**config.mk**
```make
export PLATFORM = sky130hd
export DESIGN_NAME = cpu_fetch
export DESIGN_NICKNAME = d
export VERILOG_FILES = /design/src/rtl/cpu_fetch.sv
export SDC_FILE = /design/constraint.sdc
export NUM_CORES = 1
export LEC_CHECK = 0
export CAP_MARGIN = 40
export CORE_MARGIN = 10
export CORE_UTILIZATION = 54
export DETAILED_ROUTE_END_ITERATION = 8
export GPL_ROUTABILITY_DRIVEN = 0
export GPL_TIMING_DRIVEN = 0
export PLACE_DENSITY_LB_ADDON = 0.2
export SLEW_MARGIN = 15
export SYNTH_ARGS = -nofsm -noshare
export SYNTH_HDL_FRONTEND = slang
export SYNTH_SLANG_ARGS = --single-unit
```
**constraint.sdc**
```tcl
create_clock -name clk -period 8.6 [get_ports clk]
set_input_delay 1.72 -clock clk [delete_from_list [all_inputs] [get_ports clk]]
set_output_delay 1.72 -clock clk [all_outputs]
set_load 0.02 [all_outputs]
```
**src/rtl/cpu_fetch.sv**
```systemverilog
// cpu_fetch: instruction-fetch stage feeding the control decoder.
// Holds the PC, fetches one 32-bit word at a time over a req/ready
// handshake, presents it until the datapath acks, then resolves the next PC
// from the decoded branch signals and the ALU zero flag. HALT stops fetch
// until reset.
module cpu_fetch #(
    parameter int                ADDR_W   = 64,
    parameter logic [ADDR_W-1:0] RESET_PC = '0,   // bits [1:0] must be 0
    parameter logic [10:0]       HALT_OPC = 11'b11111111111
) (
    input  logic              clk,
    input  logic              reset,
    output logic              imem_req,
    output logic [ADDR_W-1:0] imem_addr,
    input  logic              imem_ready,
    input  logic [31:0]       imem_rdata,
    output logic [31:0]       inst,
    output logic              inst_valid,
    input  logic              inst_ack,
    input  logic              Branch,
    input  logic              BranchZero,
    input  logic              BranchNonZero,
    input  logic              alu_zero,
    output logic [ADDR_W-1:0] pc,
    output logic              halted
);

    typedef enum logic [1:0] {
        S_FETCH = 2'd0,
        S_EXEC  = 2'd1,
        S_HALT  = 2'd2
    } state_t;

    state_t            state;
    state_t            state_nxt;
    logic [ADDR_W-1:0] pc_nxt;
    logic [31:0]       inst_nxt;
    logic [ADDR_W-1:0] b_off;
    logic [ADDR_W-1:0] cb_off;
    logic [ADDR_W-1:0] br_off;
    logic              taken;
    logic              is_halt;

    // Branch target arithmetic: word offsets sign-extended and scaled to bytes.
    always_comb begin
        b_off   = {{(ADDR_W-28){inst[25]}}, inst[25:0], 2'b00};
        cb_off  = {{(ADDR_W-21){inst[23]}}, inst[23:5], 2'b00};
        // Branch has priority for the offset when several branch inputs are set.
        br_off  = Branch ? b_off : cb_off;
        taken   = Branch | (BranchZero & alu_zero) | (BranchNonZero & ~alu_zero);
        is_halt = (inst[31:21] == HALT_OPC);
    end

    // State, PC and instruction registers; reset wins over any handshake.
    // NOTE: sequential state uses non-blocking (<=) so every register samples
    // the pre-edge values; blocking here would create order-dependent races.
    always_ff @(posedge clk) begin
        if (reset) begin
            state <= S_FETCH;
            pc    <= RESET_PC;
            inst  <= '0;
        end else begin
            state <= state_nxt;
            pc    <= pc_nxt;
            inst  <= inst_nxt;
        end
    end

    // Next-state, next-PC and handshake outputs.
    always_comb begin
        // NOTE: every output gets a default before the case so no path leaves
        // one unassigned, which would otherwise infer a latch.
        state_nxt  = state;
        pc_nxt     = pc;
        inst_nxt   = inst;
        imem_req   = 1'b0;
        inst_valid = 1'b0;
        halted     = 1'b0;
        unique case (state)
            S_FETCH: begin
                // No request is shown while reset is held, so memory never
                // sees a handshake that the reset edge would discard.
                imem_req = ~reset;
                if (imem_ready) begin
                    inst_nxt  = imem_rdata;
                    state_nxt = S_EXEC;
                end
            end
            S_EXEC: begin
                inst_valid = 1'b1;
                if (inst_ack) begin
                    if (is_halt) begin
                        // HALT freezes the PC at its own address.
                        state_nxt = S_HALT;
                    end else begin
                        pc_nxt    = taken ? pc + br_off : pc + ADDR_W'(4);
                        state_nxt = S_FETCH;
                    end
                end
            end
            S_HALT: begin
                halted = 1'b1;
            end
            default: begin
                state_nxt = S_FETCH;
            end
        endcase
    end

    assign imem_addr = pc;

endmodule

```
Word level (Yosys, flattened, before mapping). Index checks and enable logic that the tools add are counted.

Bits in registers: 98. Bits of input ports: 40. ROM bits: 0. Word-level logic and storage cells: 31. RAM bits: 0. Latch bits: 0. Memories: 0.

Muxes and demuxes: 9. Add/subtract/negate cells: 2. Shift-type cells: 0. Bitwise operators: 8. Multipliers: 0. $lt $le $gt $ge: 0. Reduce and logical (&&, ||, !) cells: 4. Eq/ne operators: 5. Divide/modulo/power cells: 0.

Operators with widths (count): 64-bit two-way mux (2); 64-bit by 3-bit adder with 64-bit output (second input constant) (1); 64-bit adder (1); 11-bit equality test (second input constant) (1); 2-bit two-way mux (3); 2-bit case mux with 3 select lines (1); 3-bit AND reduction (2); 2-bit != test (second input constant) (2); 1-bit NOT (4); 1-bit two-way mux (3); 1-bit bitwise AND (2); 2-bit by 1-bit equality test with 1-bit output (second input constant) (1); 2-bit equality test (second input constant) (1); 2-bit logical NOT (1); 1-bit OR (2); 2-bit AND reduction (1).

Logic depth before layout (Yosys ltp).
Word-level depth: 4. Depth in mapped cells: 16. Mapped depth without buffers: 15.

Least setup slack after synthesis. OpenSTA, ideal clock, no wires.

Path type: input to register. Start: input port alu_zero. End: register pc[44] (netlist: imem_addr[44]). Buffers on the path: 1. Setup slack: 3343 ps. Arrival time: 5137 ps. Stages on the path: 16. Data required time: 8479 ps. Library setup time: 121 ps. Path through: mux2i_4 -> nor2_1 -> clkbuf_1 -> a2bb2oi_1 -> ha_1 -> inv_1 -> fa_1 -> nor2b_1 -> o31a_1 -> o311a_2 -> o21ai_2 -> a21oi_1 -> maj3_1 -> nand2_1 -> mux2i_1 -> mux2_2.

Longest elaborated chain between the ends: 4. Elaborated cells on any way between the ends: 6.

Ends and longest elaborated chain: from (decl) (line 23) `input logic alu_zero,`; 1-bit bitwise AND / 1-bit NOT (equally long branches) (line 50) `taken = Branch | (BranchZero & alu_zero) | (BranchNonZero & ~alu_zero);`; 1-bit OR / 1-bit bitwise AND (equally long branches) (line 50); 1-bit OR * (line 50); 64-bit two-way mux * (line 96) `pc_nxt = taken ? pc + br_off : pc + ADDR_W'(4);`; to (signal assigned) (line 64) `pc <= pc_nxt;`; to (decl) (line 24) `output logic [ADDR_W-1:0] pc,`.

Every way passes the cells marked *; elsewhere a longest branch is shown, timed or not. A chain may end at the register's enable or synchronous reset.

Worst setup path in the final report.
Start: input port alu_zero. End: register pc[46] (netlist: imem_addr[46]).

The elaborated chain is that of the path after synthesis.

==> metrics <==
number of CTS-inserted buffers=9; syn avg cell area=approximately 7.3 um^2; post-route setup slack=2240 ps; vias in the first global route=about 8,600; Synth async-reset ratio=0; pwr/cell area=around 110 nW/um^2; Post-synth EDFFs=0; hold endpoint=inst[27]; Critical Path AT=6590 ps; Post-Synthesis Cells=1,069; final number of max-transition violations=0; status=finished clean; Finished Layout Cells=approximately 1,500; WL/cell=approximately 19 um; final hold violations=0; FF+latch count, synth=96; dominant synthesized flop cell=dfxtp_1; Vias/cell=roughly 6.2; Leak=4.08 nW; RSZ-0062 raised after global routing=false; Starting DRT DRC Count=1,549; CTS Root Cell=clkbuf_16; # IOs=203; Reg power frac=0.418; Worst slew margin=0.356; Switching Share=0.328; Setup WS pre-CTS=2010 ps; Syn. warnings=0; Total Neg Setup Slack=0 ps; Die H=140 um; antenna violations before repair=1; Post-Syn Area=approximately 7800 um^2; Port Buffers=~200; fin crit period=around 6400 ps; CP Launch Point=alu_zero; P_int=0.000765 W; # clock sinks=96; Setup Skew=18.5 ps; Resize count post-CTS=0; Worst-path clk slew=70 ps; first-pass GRT wire length=44,500 um; Routed Antenna Nets=0; Hold-fix buffers, CTS=0; Worst Hold Class=flip-flop to flip-flop; Worst-Margin Slew=964 ps; clock share of power=0.363; core area=between 10,000 and 15,000 um^2; VDD IR-drop max=0.137 mV; Pre-antenna DRT Iters=7; die area=19,700 um^2; CTS tree=done; FF-to-FF Start=inst[23]; CP max FO=10; HPWL Detailed=21,800 um; CP Launch Type=primary input; Initial Util=0.556; reg2reg setup slack=4510 ps; maximum clock frequency=approximately 160 MHz; largest net degree at the start of global routing=19; maximum root-to-sink buffer count=2; Crit. End Element=flip-flop; share of cells above drive strength 1=0.107; DRC Markers=0; GR Overflow Total=0; antenna cells=0; H-tree depth=3; Psw=0.000374 W; vias=9,029; site row count=43; Worst EP required=8830 ps; WHS Path Cells=2; Total GRT Usage=0.271; Distinct cells, synth=between 90 and 100; worst r2r dst=imem_addr[46]; register area share after synthesis=0.246; Post-CTS Setup Bufs=0; Crit Path Class=primary input to flip-flop; area grow syn2layout=32.0%; drt total wl=28,100 um; # placed instances=1,449; Period Utilization, post-route=0.740; # setup viols final=0; clk_lat worst skew=approximately 370 ps; Die W=140 um; Logic pwr share=0.219; Worst R2R Path Depth=12; nets=1,346; hold_sp=inst[27]; Max Cap Viol=0
-- power groups by stage --
stage          Clock (W)  Combinational [W]  Sequential (W)
2_1_floorplan          0           0.000131        0.000497
3_3_place_gp           0           0.000238        0.000485
3_5_place_dp           0           0.000242        0.000486
4_1_cts         0.000410           0.000243        0.000475
5_1_grt         0.000427           0.000267        0.000478
6_report        0.000414           0.000249        0.000476
-- cells in the final DEF (no fill, tap or decap), types with 20 or more instances in the layout --
cell type	Yosys	routed
nor3_1	37	37
mux2i_1	20	20
nand3_1	29	29
clkbuf_1	52	53
ha_1	25	25
o21ai_0	33	33
nor2_1	85	85
a21oi_1	105	105
dfxtp_1	96	96
clkdlybuf4s50_1	0	197
nand4_1	20	20
buf_4	67	67
xnor2_1	25	25
nand2_1	170	170
-- layer usage --
| metal | wire length (um) | up-vias | track usage |
|---|---|---|---|
| met3 | 4150 | 103 | 0.115 |
| met4 | 855 | 2 | 0.0929 |
| met1 | 10700 | 4120 | 0.329 |
| met2 | 12400 | 615 | 0.421 |
| met5 | 7 | - | 0 |
| li1 | - | 4189 | - |
-- how the worst max path moves through the flow --
stage / end / slack [ps] / cells past startpoint
2_1_floorplan: imem_addr[44] / 3340 / 16
3_3_place_gp: imem_addr[46] / 2090 / 17
3_5_place_dp: imem_addr[46] / 2010 / 17
4_1_cts: imem_addr[46] / 2400 / 17
5_1_grt: imem_addr[63] / 1890 / 16
6_report: imem_addr[46] / 2240 / 17
-- worst max-delay path, cell delays in order --
cell,delay (ps)
clkdlybuf4s50_1,520
mux2i_4,430
nor2_1,250
clkbuf_1,260
a2bb2oi_1,210
ha_1,230
inv_1,70
fa_1,380
nor2b_1,220
o31a_1,240
o311a_2,230
and2_1,170
o31ai_1,200
a2111oi_1,890
mux2i_1,360
xor2_1,170
nor2_1,50
-- per-stage QoR --
step | utilization | hold WS (ps) | cell area, um^2 | total power [W]
floorplan | - | 545 | 7820 | 0.000627
global placement | 0.713 | 457 | 10000 | 0.000724
detailed placement | 0.713 | 471 | 10000 | 0.000728
CTS | 0.734 | 485 | 10300 | 0.00113
global route | 0.734 | 508 | 10300 | 0.00117
finish | 0.734 | 483 | 10300 | 0.00114
-- state kept, by name, summed over array words and instances (netlist names) --
register,count
imem_addr,62
state,2
inst,32
-- synth_stat cells, drive strengths merged (11+ instances only) --
cell	count	area [um^2]
a21oi	106	534
a211oi	11	82.6
nor4	20	140
ha	25	313
nand3	29	145
xnor2	25	219
nor3	38	195
nand2	170	638
inv	18	67.6
clkbuf	56	244
mux2i	21	223
and2	12	77.6
or3	20	126
dfxtp	96	1920
nor2	85	319
nand4	20	125
a22o	17	150
buf	79	584
a21o	14	105
o21ai	39	210
nor2b	16	103
-- area by class of cell --
class	instances	area [um^2]
flip-flops and latches	96	1920
plain buffers	138	861
fillers	1165	3740
clock buffers	10	229
multi-input cells	820	4970
repair buffers	197	1970
clock inverters	6	58.8
well taps	180	225
inverters	18	67.6
-- logic make-up after synthesis --
family | count (synthesis) | synth area share
and+or+nand+nor | 457 | 0.286
AOI/OAI and AO/OA | 266 | 0.223
buffers and inverters | 156 | 0.119
DFF | 96 | 0.246
xor gates and xnor gates | 35 | 0.0393
muxes | 31 | 0.0429
adders and majority gates | 27 | 0.0439
other | 1 | 0.000480
Power figures use the tool's default switching activity.
